File: src/rtl/pipereg_skid_receiver_if.sv
// Valid/ready handshake bundle between an upper stage, the skid receiver
// and the lower consumer; slave is the receiver's view.
interface pipereg_skid_receiver_if #(
   parameter int DATA_WIDTH = 256
);
   logic                  instr_valid_from_upper;
   logic                  instr_ready_to_upper;
   logic [DATA_WIDTH-1:0] upper_payload;
   logic                  instr_valid_to_lower;
   logic                  instr_ready_from_lower;
   logic [DATA_WIDTH-1:0] lower_payload;

   modport master (
      output instr_valid_from_upper,
      input  instr_ready_to_upper,
      output upper_payload,
      input  instr_valid_to_lower,
      output instr_ready_from_lower,
      input  lower_payload
   );

   modport slave (
      input  instr_valid_from_upper,
      output instr_ready_to_upper,
      input  upper_payload,
      output instr_valid_to_lower,
      input  instr_ready_from_lower,
      output lower_payload
   );
endinterface

File: src/rtl/pipereg_skid_receiver.sv
// Registered-ready 2-entry skid receiver (main + skid) for the instr pipeline.
// Optional PIPEREG_SKID_PERF_EN adds a saturating upstream stall counter.
module pipereg_skid_receiver #(
   parameter int DATA_WIDTH = 256
) (
   input  logic                           clock,
   input  logic                           reset_n,
   input  logic                           flush_valid,
   pipereg_skid_receiver_if.slave         bus,
   output logic [1:0]                     occupancy
`ifdef PIPEREG_SKID_PERF_EN
   ,output logic [31:0]                   stall_cycles
`endif
);

   typedef enum logic [1:0] {
      EMPTY = 2'd0,
      BUSY  = 2'd1,
      FULL  = 2'd2
   } state_e;

   state_e                state_q, state_d;
   logic [DATA_WIDTH-1:0] main_q, main_d;
   logic [DATA_WIDTH-1:0] skid_q, skid_d;
   logic                  valid_q, valid_d;
   logic                  ready_q, ready_d;
   logic                  in_fire;
   logic                  out_fire;

   assign in_fire  = bus.instr_valid_from_upper & ready_q;
   assign out_fire = valid_q & bus.instr_ready_from_lower;

   always_comb begin
      state_d = state_q;
      main_d  = main_q;
      skid_d  = skid_q;
      if (flush_valid) begin
         state_d = EMPTY;
         main_d  = '0;
         skid_d  = '0;
      end else begin
         unique case (state_q)
            EMPTY: begin
               if (in_fire) begin
                  main_d  = bus.upper_payload;
                  state_d = BUSY;
               end
            end
            BUSY: begin
               if (in_fire && out_fire) begin
                  main_d = bus.upper_payload;
               end else if (in_fire) begin
                  skid_d  = bus.upper_payload;
                  state_d = FULL;
               end else if (out_fire) begin
                  state_d = EMPTY;
               end
            end
            FULL: begin
               if (out_fire) begin
                  main_d  = skid_q;
                  state_d = BUSY;
               end
            end
            default: begin
               state_d = EMPTY;
               main_d  = '0;
               skid_d  = '0;
            end
         endcase
      end
      // handshake flops track the next state so ready never sees lower ready
      valid_d = (state_d != EMPTY);
      ready_d = (state_d != FULL);
   end

   always_ff @(posedge clock or negedge reset_n) begin
      if (!reset_n) begin
         state_q <= EMPTY;
         main_q  <= '0;
         skid_q  <= '0;
         valid_q <= 1'b0;
         ready_q <= 1'b1;
      end else begin
         state_q <= state_d;
         main_q  <= main_d;
         skid_q  <= skid_d;
         valid_q <= valid_d;
         ready_q <= ready_d;
      end
   end

   assign bus.instr_ready_to_upper = ready_q;
   assign bus.instr_valid_to_lower = valid_q;
   assign bus.lower_payload        = main_q;
   assign occupancy                = state_q;

`ifdef PIPEREG_SKID_PERF_EN
   logic [31:0] stall_cnt_q, stall_cnt_d;

   always_comb begin
      stall_cnt_d = stall_cnt_q;
      if (bus.instr_valid_from_upper && !ready_q &&
          (stall_cnt_q != 32'hFFFF_FFFF)) begin
         stall_cnt_d = stall_cnt_q + 32'd1;
      end
   end

   always_ff @(posedge clock or negedge reset_n) begin
      if (!reset_n) begin
         stall_cnt_q <= '0;
      end else begin
         stall_cnt_q <= stall_cnt_d;
      end
   end

   assign stall_cycles = stall_cnt_q;
`endif

endmodule

File: src/flat_wrapper.sv
// flat-port wrapper written by rule: the top's interface ports become plain ports
module pipereg_skid_receiver_flat 
#(
   parameter int DATA_WIDTH = 256
)
  (clock, reset_n, flush_valid, occupancy, bus_instr_valid_from_upper, bus_instr_ready_to_upper, bus_upper_payload, bus_instr_valid_to_lower, bus_instr_ready_from_lower, bus_lower_payload);
  pipereg_skid_receiver_if #(.DATA_WIDTH(DATA_WIDTH)) bus_i ();
  input  logic clock;
  input  logic reset_n;
  input  logic flush_valid;
  output logic [1:0] occupancy;
  input wire logic [$bits(bus_i.instr_valid_from_upper)-1:0] bus_instr_valid_from_upper;
  output wire logic [$bits(bus_i.instr_ready_to_upper)-1:0] bus_instr_ready_to_upper;
  input wire logic [$bits(bus_i.upper_payload)-1:0] bus_upper_payload;
  output wire logic [$bits(bus_i.instr_valid_to_lower)-1:0] bus_instr_valid_to_lower;
  input wire logic [$bits(bus_i.instr_ready_from_lower)-1:0] bus_instr_ready_from_lower;
  output wire logic [$bits(bus_i.lower_payload)-1:0] bus_lower_payload;
  assign bus_i.instr_valid_from_upper = bus_instr_valid_from_upper;
  assign bus_instr_ready_to_upper = bus_i.instr_ready_to_upper;
  assign bus_i.upper_payload = bus_upper_payload;
  assign bus_instr_valid_to_lower = bus_i.instr_valid_to_lower;
  assign bus_i.instr_ready_from_lower = bus_instr_ready_from_lower;
  assign bus_lower_payload = bus_i.lower_payload;
  pipereg_skid_receiver #(.DATA_WIDTH(DATA_WIDTH)) u_core (.clock(clock), .reset_n(reset_n), .flush_valid(flush_valid), .bus(bus_i), .occupancy(occupancy));
endmodule
File: config.mk
export PLATFORM = sky130hd
export DESIGN_NAME = pipereg_skid_receiver_flat
export DESIGN_NICKNAME = d
export VERILOG_FILES = /design/src/rtl/pipereg_skid_receiver_if.sv /design/src/rtl/pipereg_skid_receiver.sv /design/src/flat_wrapper.sv
export SDC_FILE = /design/constraint.sdc
export NUM_CORES = 1
export LEC_CHECK = 0
export CORE_ASPECT_RATIO = 0.7
export CORE_MARGIN = 3
export CORE_UTILIZATION = 50
export CTS_CLUSTER_DIAMETER = 150
export DETAILED_ROUTE_END_ITERATION = 10
export HOLD_SLACK_MARGIN = 0.1
export PLACE_DENSITY_LB_ADDON = 0.3
export SYNTH_ARGS = -nofsm -noshare
export SYNTH_HDL_FRONTEND = slang
export SYNTH_SLANG_ARGS = --single-unit
export TNS_END_PERCENT = 30
File: constraint.sdc
create_clock -name clock -period 2.8 [get_ports clock]
set_input_delay 0.28 -clock clock [delete_from_list [all_inputs] [get_ports clock]]
set_output_delay 0.28 -clock clock [all_outputs]
set_load 0.02 [all_outputs]
Word level (Yosys, flattened, before mapping)
Index checks and enable logic that the tools add are counted.
{"block": "classes", "n_addsub": 0, "mul": 0, "div": 0, "n_lt_le_gt_ge": 0, "n_eq_ne": 9, "shift": 0, "muxes": 15, "bitwise_logic": 2, "n_reduce_logical": 6}
{"cell": "$mux 256", "n": 6}
{"cell": "$pmux 256 s3", "n": 1}
{"cell": "$pmux 256 s2", "n": 1}
{"cell": "$mux 2", "n": 6}
{"cell": "$ne 3x2->1 const B", "n": 4}
{"cell": "$pmux 2 s3", "n": 1}
{"cell": "$reduce_and 3->1", "n": 2}
{"cell": "$ne 3x3->1 const B", "n": 1}
{"cell": "$and 1x1->1", "n": 2}
{"cell": "$eq 2x1->1 const B", "n": 1}
{"cell": "$eq 2x2->1 const B", "n": 1}
{"cell": "$logic_not 2->1", "n": 1}
{"cell": "$ne 2x1->1 const B", "n": 1}
{"cell": "$ne 2x2->1 const B", "n": 1}
{"cell": "$reduce_bool 2->1", "n": 1}
{"cell": "$reduce_or 2->1", "n": 1}
{"cell": "$logic_and 1x1->1", "n": 1}
{"block": "word_totals", "register_bits": 516, "latchBits": 0, "ramBits": 0, "rom_bits": 0, "in_bits": 261, "out_inout_bits": 260, "mem_count": 0}

Longest topological paths before layout
{"block": "logic_depth", "ltp_word": 7, "ltp_mapped": 8, "mapped_depth_nobuf": 4}

Least setup slack after synthesis
No wires, ideal clock.
{"block": "synth_timing", "path_kind": "register to register", "startpoint": "register u_core.state_q[1], in the netlist u_core.occupancy[1]", "endpoint": "register u_core.main_q[100], in the netlist u_core.bus.lower_payload[100]", "setup_time_ns": 0.094, "t_arrival_ns": 1.892, "slack_ns": 0.814, "path_stages_with_launch": 9, "n_path_buf": 4, "cell_sequence": "dfrtp_1 > buf_2 > nor2b_1 > clkbuf_1 > a221oi_4 > buf_2 > buf_4 > nor2_1 > a211oi_1"}
{"block": "synth_via", "elab_chain_cells": 3, "elab_cells_between_ends": 9}
{"element": "from (decl)", "line_no": "pipereg_skid_receiver.sv:22", "text": "state_e state_q, state_d;"}
{"element": "from (signal assigned)", "line_no": "pipereg_skid_receiver.sv:85", "text": "state_q <= state_d;"}
{"element": "$eq 2x2->1 (tied with other cells)", "line_no": "pipereg_skid_receiver.sv:42", "text": "unique case (state_q)"}
{"element": "$ne 3x2->1 (no line) / $pmux 256 s3 (equally long branches)"}
{"element": "$reduce_and 3->1 (no line) / $mux 256 (equally long branches)"}
{"element": "to (signal assigned)", "line_no": "pipereg_skid_receiver.sv:86", "text": "main_q <= main_d;"}
{"element": "to (decl)", "line_no": "pipereg_skid_receiver.sv:23", "text": "logic [DATA_WIDTH-1:0] main_q, main_d;"}
Several ways; a longest one is shown, not always the timed one.
A chain may end at the register's enable or synchronous reset.

Worst setup path after layout
{"block": "layout_timing", "startpoint": "register u_core.state_q[1], in the netlist u_core.occupancy[1]", "endpoint": "register u_core.main_q[37], in the netlist u_core.bus.lower_payload[37]"}
Same word-level chain as after synthesis.

==> summary.md <==
| Metric | Value |
|---|---|
| Status | finished clean |
| Worst-case clock skew | 0.02172 ns |
| Final setup viols | 0 |
| Input/output buffers | 520 |
| Worst Setup SP | u_core.occupancy[1]$_DFF_PN0_ |
| Fraction of layout cells with a size suffix above 1 | 5.495% |
| R2R Path End | u_core.bus.lower_payload[37]$_DFFE_PN0P_ |
| RR Startpoint | u_core.occupancy[1]$_DFF_PN0_ |
| Avg Vias per Cell | 6.117 |
| Pre-antenna DRT Iters | 6 |
| Worst setup EP type | register |
| Max-slew headroom | 37.73% |
| Crit path capture | u_core.bus.lower_payload[37]$_DFFE_PN0P_ |
| Clock Path Buffers | 3 |
| Clk sinks | 516 |
| Hold WC Path Type | primary input to register |
| CP startpoint kind | register |
| Die area | 47550 µm² |
| Slew @ Worst Pin | 0.9341 ns |
| Num CTS Buffers | 51 |
| Netlist Area Pre-Place | 22460 µm² |
| Arrival time of the worst setup path | 2.78 ns |
| Critical-path top delay cell | dfrtp_1 |
| Vias post-DR | 20546 |
| CTS tree | yes |
| Final Max Slew Viols | 0 |
| R2r setup slk | 0.47 ns |
| Synth top area cells | dfrtp_1, a211oi_1, a22oi_1, a21oi_1, o21ai_0 |
| Initial antenna violation count | 18 |
| Worst-path cell chain | nor2b_4 > buf_12 > buf_12 > a22oi_1 > a211oi_1 |
| CP peak stage delay | 0.63 ns |
| Final hold vios | 0 |
| Sequential share of the synthesized area | 57.49% |
| Syn. warnings | 0 |
| Final Core Density | 68.05% |
| Pwr/cell area | 703.0 nW/µm² |
| Synth Instances | 2331 |
| Required @ worst endpoint | 3.25 ns |
| Peak supply drop | 518.5 µV |
| Total grt overflow | 0 |
| Crit share post-route | 83.27% |
| Post-DP HPWL | 45350 µm |
| Leading area contributor after synthesis | dfrtp_1 |
| # fillers | 3298 |
| DR DRC count | 0 |
| Yosys top cell area share | 57.37% |
| Post-CTS setup buffers | 0 |
| Total core area | 44040 µm² |
| Final Instance Area | 29970 µm² |
| Placed Area | 28280 µm² |
| CTS clk-pin slew, worst paths | 0.06 ns |
| Routed Antenna Nets | 0 |
| WL/cell | 21.65 µm |
| Hold WS | 0.1745 ns |
| H-tree levels | 2 |
| Drt total wl | 72730 µm |
| Core Rows | 64 |
| Pleak | 0.01219 µW |
| Critical path class | register to register |
| Largest net degree at the start of global routing | 162 |
| Unrepaired setup endpoints after global routing | false |
| Final min period | 2.332 ns |
| Post-cts hold buffer count | 1 |
| Placer's final routability congestion estimate | 0.8538 |
| Clock Latency Late Sink | 0.56 ns |
| Iteration-0 DRC Markers | 2304 |
| Critical Path Fanout Max | 73 |
| Area occupied by registers | 12910 µm² |
| Area of the multi-input gates | 8496 µm² |
| # resized after CTS | 0 |
| Tot GR Track Use | 29.52% |
| FMAX | 428.9 MHz |
| Unique masters post-synth | 24 |
| NumNets Final | 2974 |
| First-pass GRT wire length | 112700 µm |
| Reg2reg path depth | 5 |
| Root Buffer | clkbuf_16 |
| Starting Density | 51.00% |
| Net count after synthesis | 2592 |
| Chip width | 259.3 µm |
| Max capacitance violation total | 0 |
| Top cell by count, worst path | buf_12 |
| Die H | 183.3 µm |
| Setup TNS | 0 ns |
| Count of state elements after synthesis | 516 |
| Layout area overhead | 33.42% |
| Synth Area per Inst | 9.637 µm² |
| I/O pin total | 521 |
| Vias in the first global route | 20078 |
-- final cells by class --
type	instances	area share, %
diodes	17	0.1419
clock buffers	75	4.960
clock inverters	13	0.5010
inverters	2	0.06680
multi-input cells	1557	28.35
flip-flops and latches	516	43.09
well taps	594	2.480
repair buffers	585	20.41
-- flip-flops by register name, indices dropped and copies added, names as in the netlist --
register,flops
u_core.bus.instr_ready_to_upper,1
u_core.bus.instr_valid_to_lower,1
u_core.bus.lower_payload,256
u_core.occupancy,2
u_core.skid_q,256
-- logic make-up after synthesis --
group	share of synthesized area (%)
and+or+nand+nor	8.767
DFF	57.49
buffers and inverters	4.796
AOI/OAI and AO/OA	28.95
-- worst min path at each step --
stage | startpoint | to | slack (ns) | cells after the start
floorplan | reset_n | u_core.bus.instr_valid_to_lower$_DFF_PN0_ | -0.02 | 0
global placement | reset_n | u_core.bus.lower_payload[222]$_DFFE_PN0P_ | 0.30 | 1
detailed placement | reset_n | u_core.bus.lower_payload[222]$_DFFE_PN0P_ | 0.31 | 1
CTS | flush_valid | u_core.skid_q[171]$_DFFE_PN0P_ | 0.19 | 2
global route | flush_valid | u_core.skid_q[255]$_DFFE_PN0P_ | 0.21 | 2
finish | flush_valid | u_core.skid_q[255]$_DFFE_PN0P_ | 0.17 | 2
-- layer usage --
layer  vias to the layer above  global-route usage, %  share of wire (%)
li1                       9214                      -                  -
met3                       207                  5.921                7.6
met4                         4                  16.49                5.5
met2                      1002                  45.58                 47
met5                         -                      0              0.037
met1                     10119                  39.42                 39
-- synthesized netlist by cell type, drive strengths merged --
master,count
a221o,1
o21ai,257
a221oi,2
inv,2
a22oi,256
and3,1
clkbuf,175
nand2,260
a211oi,256
dfstp,1
a31oi,1
buf,81
a21boi,1
or2,1
nor2b,1
o32ai,1
nor2,258
a21oi,260
and2,1
dfrtp,515
-- layout by cell type, fill, tap and decap left out, types with 2 or more instances in the layout --
master	n
a211oi_1	256
a21oi_1	259
a22oi_1	256
buf_12	33
buf_4	31
buf_8	2
bufinv_16	3
clkbuf_1	12
clkbuf_16	51
clkbuf_8	12
clkdlybuf4s50_1	518
clkinv_2	7
dfrtp_1	515
diode_2	17
inv_6	2
nand2_1	260
nor2_1	258
o21ai_0	257
-- where the power goes --
| part | switching, µW | total [µW] | internal [µW] |
|---|---|---|---|
| clock | 2890 | 6820 | 3930 |
| sequential | 503 | 8730 | 8230 |
| combinational | 3240 | 5520 | 2280 |
-- worst max-delay path: cells and delay by family, from the launching register on --
family                 cells  cell delay, ns
buffers and inverters      2            0.67
DFF                        1            0.63
AOI/OAI and AO/OA          2            0.47
and+or+nand+nor            1            0.35
-- per-stage QoR --
step / total power (µW) / worst slack [ns] / cells
after floorplan: 11630 / 0.8138 / 2331
after global placement: 14170 / 0.3801 / 3253
after detailed placement: 14320 / 0.2608 / 3253
after CTS: 21170 / 0.5259 / 3342
after global routing: 22000 / 0.3759 / 3358
final: 21070 / 0.4684 / 3359
Power figures use the tool's default switching activity.
